## src/rtl/mem_arb_pkg.sv

```systemverilog
// Shared types for the fetch/data memory port arbiter.
// State encoding and memory size codes.
package mem_arb_pkg;

  typedef enum logic [1:0] {
    IDLE   = 2'd0,
    BUSY_I = 2'd1,
    BUSY_D = 2'd2
  } arb_state_e;

  localparam logic [1:0] SIZE_B  = 2'b00;
  localparam logic [1:0] SIZE_H  = 2'b01;
  localparam logic [1:0] SIZE_W  = 2'b10;
  localparam logic [1:0] SIZE_RD = 2'b11;

endpackage

```

## src/rtl/mem_arbiter.sv

```systemverilog
// Arbitrates the single memory port between fetch and load/store,
// with bounded fetch starvation and a bus timeout.
module mem_arbiter
  import mem_arb_pkg::*;
#(
  parameter int STARVE_MAX = 4,
  parameter int TIMEOUT    = 255
) (
  input  logic        clk,
  input  logic        reset,
  input  logic        i_req,
  input  logic [31:0] i_addr,
  output logic        i_ack,
  output logic [31:0] i_rdata,
  input  logic        d_req,
  input  logic [1:0]  d_size,
  input  logic [31:0] d_addr,
  input  logic [31:0] d_wdata,
  output logic        d_ack,
  output logic [31:0] d_rdata,
  output logic        err,
  output logic        stall_mem,
  output logic        mem_req,
  output logic        mem_we,
  output logic [1:0]  mem_size,
  output logic [31:0] mem_addr,
  output logic [31:0] mem_wdata,
  input  logic        mem_ack,
  input  logic [31:0] mem_rdata
);

  localparam int SW = $clog2(STARVE_MAX + 1);
  localparam int TW = $clog2(TIMEOUT + 1);
  localparam logic [SW-1:0] S_LIM = SW'(STARVE_MAX);
  localparam logic [TW-1:0] T_LIM = TW'(TIMEOUT);

  arb_state_e    state, state_nxt;
  logic [SW-1:0] starve_cnt;
  logic [TW-1:0] tcnt;
  logic          grant_i, grant_d;
  logic          ack_v, tout, done;

  assign ack_v = mem_ack & mem_req;
  assign tout  = (tcnt == T_LIM);

  always_comb begin
    state_nxt = state;
    grant_i   = 1'b0;
    grant_d   = 1'b0;
    done      = 1'b0;
    i_ack     = 1'b0;
    d_ack     = 1'b0;
    i_rdata   = '0;
    d_rdata   = '0;
    err       = 1'b0;
    unique case (state)
      IDLE: begin
        // Data wins ties until fetch has waited STARVE_MAX grants
        if (d_req && !(i_req && starve_cnt == S_LIM)) begin
          grant_d   = 1'b1;
          state_nxt = BUSY_D;
        end else if (i_req) begin
          grant_i   = 1'b1;
          state_nxt = BUSY_I;
        end
      end
      BUSY_I: begin
        done    = ack_v | tout;
        i_ack   = done;
        i_rdata = ack_v ? mem_rdata : '0;
        err     = tout & ~ack_v;
        if (done) state_nxt = IDLE;
      end
      BUSY_D: begin
        done    = ack_v | tout;
        d_ack   = done;
        d_rdata = ack_v ? mem_rdata : '0;
        err     = tout & ~ack_v;
        if (done) state_nxt = IDLE;
      end
      default: state_nxt = IDLE;
    endcase
  end

  assign stall_mem = (i_req & ~i_ack) | (d_req & ~d_ack);

  always_ff @(posedge clk) begin
    if (reset) begin
      state      <= IDLE;
      starve_cnt <= '0;
      tcnt       <= '0;
      mem_req    <= 1'b0;
      mem_we     <= 1'b0;
      mem_size   <= SIZE_RD;
      mem_addr   <= '0;
      mem_wdata  <= '0;
    end else begin
      state <= state_nxt;
      if (grant_d) begin
        mem_req   <= 1'b1;
        mem_we    <= (d_size != SIZE_RD);
        mem_size  <= d_size;
        mem_addr  <= d_addr;
        mem_wdata <= d_wdata;
        tcnt      <= '0;
        if (i_req && starve_cnt != S_LIM)
          starve_cnt <= starve_cnt + SW'(1);
      end else if (grant_i) begin
        mem_req    <= 1'b1;
        mem_we     <= 1'b0;
        mem_size   <= SIZE_RD;
        mem_addr   <= i_addr;
        tcnt       <= '0;
        starve_cnt <= '0;
      end else if (done) begin
        mem_req  <= 1'b0;
        mem_we   <= 1'b0;
        mem_size <= SIZE_RD;
      end else if (state != IDLE) begin
        tcnt <= tcnt + TW'(1);
      end
    end
  end

endmodule

```

## config.mk

```make
export PLATFORM = sky130hd
export DESIGN_NAME = mem_arbiter
export DESIGN_NICKNAME = d
export VERILOG_FILES = /design/src/rtl/mem_arb_pkg.sv /design/src/rtl/mem_arbiter.sv
export SDC_FILE = /design/constraint.sdc
export NUM_CORES = 1
export LEC_CHECK = 0
export ABC_CLOCK_PERIOD_IN_PS = 1800
export BUFFER_PORTS_ARGS = -buffer_cell sky130_fd_sc_hd__buf_4
export CAP_MARGIN = 25
export CORE_AREA = 3 3 104 106
export DETAILED_ROUTE_END_ITERATION = 6
export DIE_AREA = 0 0 107 109
export GPL_ROUTABILITY_DRIVEN = 0
export GPL_TIMING_DRIVEN = 0
export HOLD_SLACK_MARGIN = 0.12
export PLACE_DENSITY = 0.79
export SLEW_MARGIN = 15
export SYNTH_ARGS = -nofsm -noshare
export SYNTH_HDL_FRONTEND = slang
export SYNTH_SLANG_ARGS = --single-unit
```

## constraint.sdc

```tcl
create_clock -name clk -period 1.8 [get_ports clk]
set_input_delay 0.18 -clock clk [delete_from_list [all_inputs] [get_ports clk]]
set_output_delay 0.18 -clock clk [all_outputs]
set_load 0.1 [all_outputs]
```

# Word-level counts from Yosys, hierarchy flattened
# Index checks and enable logic that the tools add are counted.
word_totals:
  ff_bits: 81
  latch_bits: 0
  mem_bits_rw: 0
  mem_bits_ro: 0
  word_cells: 71
  n_memories: 0
op_classes:
  addsub: 2
  n_mul: 0
  div: 0
  order_cmp: 0
  eq_ne: 9
  shift: 0
  n_mux: 29
  bitwise: 10
  n_reduce_logical: 13
op_table:
  columns: ["operator", "n"]
  rows:
  - ["32-bit 2-to-1 mux", 5]
  - ["1-bit 2-to-1 mux", 14]
  - ["2-bit 2-to-1 mux", 6]
  - ["3-bit 2-to-1 mux", 3]
  - ["8-bit by 1-bit adder with 8-bit output (second input constant)", 1]
  - ["8-bit equality test (second input constant)", 1]
  - ["3-bit != test (second input constant)", 2]
  - ["2-bit AND reduction", 3]
  - ["1-bit bitwise AND", 4]
  - ["2-bit by 1-bit != test with 1-bit output (second input constant)", 2]
  - ["1-bit inverter", 4]
  - ["2-bit case mux with 2 select lines", 1]
  - ["2-bit nonzero test", 2]
  - ["3-bit by 1-bit adder with 3-bit output (second input constant)", 1]
  - ["3-bit equality test (second input constant)", 1]
  - ["1-bit logical AND", 3]
  - ["3-bit nonzero test", 1]
  - ["3-bit OR reduction", 1]
  - ["2-bit by 1-bit equality test with 1-bit output (second input constant)", 1]
  - ["2-bit equality test (second input constant)", 1]
  - ["2-bit logical NOT", 1]
  - ["2-bit != test (second input constant)", 1]
  - ["1-bit OR", 2]
  - ["2-bit OR reduction", 1]
  - ["1-bit logical NOT", 1]

# Logic depth before layout (Yosys ltp)
logic_depth:
  ltp_word: 8
  mapped_depth: 8
  mapped_depth_nobuf: 6

# Least setup slack after synthesis
# Ideal clock, no wire load.
synth_timing:
  path_kind: "register -> output"
  from: "reg mem_req"
  to: "out stall_mem"
  arrival_time_ns: 3.146
  setup_slack_ns: -1.526
  path_stages_with_launch: 5
  n_path_buf: 0
  cell_sequence: "dfxtp_1 > nand2_1 > o21ai_0 > and2_1 > o22ai_1"
synth_between:
  elab_chain_cells: 6
synth_lines:
  columns: ["element", "line_no", "text"]
  rows:
  - ["start: declaration", "mem_arbiter.sv:23", "output logic mem_req,"]
  - ["start signal: assignment", "mem_arbiter.sv:92", "mem_req <= 1'b0;"]
  - ["start signal: assignment", "mem_arbiter.sv:100", "mem_req <= 1'b1;"]
  - ["start signal: assignment", "mem_arbiter.sv:109", "mem_req <= 1'b1;"]
  - ["1-bit bitwise AND", "mem_arbiter.sv:43", "assign ack_v = mem_ack & mem_req;"]
  - ["1-bit OR", "mem_arbiter.sv:75", "done = ack_v | tout;"]
  - ["1-bit 2-to-1 mux", "mem_arbiter.sv:56", "unique case (state)"]
  - ["net d_ack", "mem_arbiter.sv:19", "output logic d_ack,"]
  - ["1-bit inverter", "mem_arbiter.sv:85", "assign stall_mem = (i_req & ~i_ack) | (d_req & ~d_ack);"]
  - ["1-bit bitwise AND", "mem_arbiter.sv:85", null]
  - ["1-bit OR", "mem_arbiter.sv:85", null]
  - ["end: declaration", "mem_arbiter.sv:22", "output logic stall_mem,"]
# The timed path passes the listed nets, and every way through them passes these cells.

# Final worst setup path
layout_timing:
  from: "reg state[1]"
  to: "out i_rdata[29]"
layout_between:
  elab_chain_cells: 2
layout_lines:
  columns: ["element", "line_no", "text"]
  rows:
  - ["start: declaration", "mem_arbiter.sv:37", "arb_state_e state, state_nxt;"]
  - ["start signal: assignment", "mem_arbiter.sv:98", "state <= state_nxt;"]
  - ["2-bit by 1-bit equality test with 1-bit output", "mem_arbiter.sv:56", null]
  - ["32-bit 2-to-1 mux", "mem_arbiter.sv:56", null]
  - ["end: declaration", "mem_arbiter.sv:14", "output logic [31:0] i_rdata,"]
# No other way between the ends.

==> results.txt <==
status: complete, but fails checks
failing checks: negative setup slack
Leakage: 3.89 nW
total CTS buffers: 9
FF-to-FF Start: state[0]$_SDFFE_PP0P_
PortBufs: 270
FMAX: 501 MHz
sequential area share after synthesis: 41.1%
required time of the critical path: 1.62 ns
skew final: 0.0109 ns
endpoints failing setup: 73
die area: 0.0117 mm2
net count after synthesis: 640
placed wire-length estimate: 12700 um
DRC: 0
chip width: 107 um
grt total ovfl: 0
Avg Cell Area, Syn: 7.91 um2
Tightest Pin Transition: 0.687 ns
worst supply voltage drop on vdd: 0.913 mV
gate count of the mapped netlist: 499
area of the multi-input gates: 0.00243 mm2
Core Area: 0.00986 mm2
initial DRC count: 546
Clk pin slew, worst setup/hold paths: 0.08 ns
largest net degree at the start of global routing: 14
die height: 109 um
vias post-DR: 5807
Synth top area share: 41.1%
cell count of the worst hold path: 3
RSZ-0062 raised after global routing: yes
Setup CP Type: reg -> out
vias per cell: 5.62
first-pass GRT wire length: 31900 um
TritonCTS clock tree: yes
crit path max fanout: 8
max-slew violation count: 0
drt pass-1 iters: 5
Final period util: 111%
initial core utilization: 40.0%
final hold vios: 0
top area cells in the synthesized netlist: dfxtp_1 41%, nand2_1 13%, and2_1 11%
final worst path period need: 2.00 ns
Hold Crit Start: i_addr[16]
Register-to-Register Path Depth: 8
Core Util, Final: 89.2%
r2r setup slk: -0.08 ns
post-route ant nets: 0
Root Driver: clkbuf_8
CP arrival: 1.82 ns
hold path endpoint: mem_addr[16]$_SDFFE_PP0P_
DR WL/cell: 24.0 um
Nets: 1030
library cells used by synthesis: 38
Yosys warning total: 0
Fill cells: 384
register area: 0.00165 mm2
hold crit path type: in -> reg
initial antenna violation count: 8
pwr dens: 1070 mW/mm2
Worst setup EP type: output port
largest area contributor in the netlist: dfxtp_1
FF-to-FF End: tcnt[4]$_SDFFE_PP0P_
Max H-tree Level: 3
vias in the first global route: 5727
slew margin rel.: 54.2%
GRT Util Overall: 35.7%
Ports: 271
final WL: 24800 um
Row Count: 36
Power Total: 9.45 mW
Startpoint Class: flop
flops & latches, synth: 81
clock latency on the worst-skew pair: 0.37 ns
Cell Area, Synth: 0.00395 mm2
share of layout cells above drive strength 1: 50.1%
CTS max path bufs: 2
PnR worst setup slack: -0.197 ns
CTS Sinks: 81
max cap viols: 0
Layout Area Growth over Synthesis: 123%
power breakdown:
group,switching (mW),leakage [nW],internal (mW)
registers,0.238,0.674,2.11
logic,4.06,3.12,1.65
clock network,0.712,0.0954,0.675
total,5.01,3.89,4.44
how the worst max path moves through the flow:
stage	start	end	slack, ns	depth (start not counted)
after floorplan	tcnt[0]$_SDFFE_PP0P_	stall_mem	-0.24	5
after global placement	tcnt[0]$_SDFFE_PP0P_	stall_mem	-0.03	6
after detailed placement	tcnt[0]$_SDFFE_PP0P_	stall_mem	-0.08	6
after CTS	state[1]$_SDFFE_PP0P_	i_rdata[29]	-0.07	6
after global routing	state[0]$_SDFFE_PP0P_	d_rdata[20]	-0.21	6
final	state[1]$_SDFFE_PP0P_	i_rdata[29]	-0.20	6
cells by family (layout without fill, tap and decap cells):
| family | count (synthesis) | count (layout) | synth area share (%) |
|---|---|---|---|
| simple gates | 272 | 272 | 32.3 |
| fa+ha+maj | 6 | 6 | 1.90 |
| xor+xnor | 1 | 1 | 0.222 |
| buf+inv | 45 | 440 | 6.05 |
| flops | 81 | 81 | 41.1 |
| other cells | 0 | 6 | 0 |
| mux | 3 | 3 | 0.792 |
| compound gates | 91 | 91 | 17.6 |
cell usage in the layout, fill, tap and decap left out, types with 5 or more instances in the layout:
| cell type | n |
|---|---|
| clkbuf_8 | 10 |
| a311oi_1 | 13 |
| a21oi_1 | 39 |
| dfxtp_2 | 7 |
| dlygate4sd3_1 | 95 |
| inv_1 | 6 |
| buf_4 | 211 |
| diode_2 | 6 |
| a311oi_2 | 19 |
| o21ai_0 | 5 |
| and2_4 | 64 |
| buf_2 | 5 |
| clkbuf_1 | 8 |
| buf_8 | 12 |
| nor2_1 | 37 |
| or3_1 | 6 |
| buf_12 | 66 |
| dfxtp_1 | 69 |
| dfxtp_4 | 5 |
| buf_6 | 8 |
| nand2_1 | 139 |
routing by layer:
metal  global-route usage [%]  vias up  share of wire (%)
met3                     10.4      135                 11
met2                     65.5      492                 49
met5                        0        -               0.19
met1                     35.9     2713                 34
met4                     21.2        8                6.3
li1                         -     2459                  -
repair_timing:
action	CTS	global route
endpoints found under the hold margin	66	0
hold buffers	95	0
gates resized for setup	281	76
gates cloned	3	3
endpoints found under the setup margin	71	129
setup buffers	0	8
pin swaps	5	66
cells in the mapped netlist:
cell type,n
inv_1,8
a311oi_1,21
ha_1,6
clkbuf_1,15
o22ai_1,2
or4_1,3
o21ai_0,7
a31oi_4,1
nor2_1,37
nand3_2,2
o2bb2ai_1,1
o211ai_1,1
o31ai_1,2
and3_1,3
buf_1,3
buf_4,1
a21oi_1,40
o32a_2,2
xor2_1,1
and4_1,1
nand4_1,1
buf_6,7
or3_1,6
mux2i_1,2
o21ai_2,2
and3b_1,1
nand2b_1,3
buf_2,11
nand2_1,139
dfxtp_1,81
a311oi_2,11
mux2_2,1
and2_1,68
o21a_1,1
nor3_1,2
nand3_1,4
nand4_2,1
nor2b_1,1
through the flow:
| step | hold slack [ns] | instances | TNS [ns] | setup slack, ns | cell area [um2] |
|---|---|---|---|---|---|
| 3_5_place_dp | 0.406 | 902 | -0.278 | -0.0773 | 6260 |
| 2_1_floorplan | 0.308 | 499 | -4.52 | -0.241 | 4070 |
| 6_report | 0.131 | 1033 | -10.41 | -0.197 | 8800 |
| 4_1_cts | 0.121 | 1016 | -3.27 | -0.0651 | 8430 |
| 5_1_grt | 0.153 | 1031 | -11.70 | -0.208 | 8800 |
| 3_3_place_gp | 0.406 | 902 | -0.0773 | -0.0276 | 6260 |
worst max-delay path, stage by stage (launching register included):
cell     delay [ns]
dfxtp_4        0.38
inv_4          0.07
ha_4           0.14
and3_4         0.33
buf_8          0.16
and2_4         0.18
buf_12         0.18
state kept, by name, indices dropped and copies added (netlist names):
signal      cells
mem_addr       32
state           2
mem_we          1
mem_req         1
mem_wdata      32
mem_size        2
starve_cnt      3
tcnt            8
layout make-up:
| class | count | area share (%) |
|---|---|---|
| sequential | 81 | 18.7 |
| clock inverter | 5 | 0.626 |
| multi-input combinational | 373 | 27.6 |
| tap | 133 | 1.89 |
| timing repair buffer | 379 | 45.4 |
| antenna | 6 | 0.171 |
| inverter | 8 | 0.398 |
| buffer | 37 | 3.54 |
| clock buffer | 11 | 1.61 |
(Power assumes the default switching activity.)
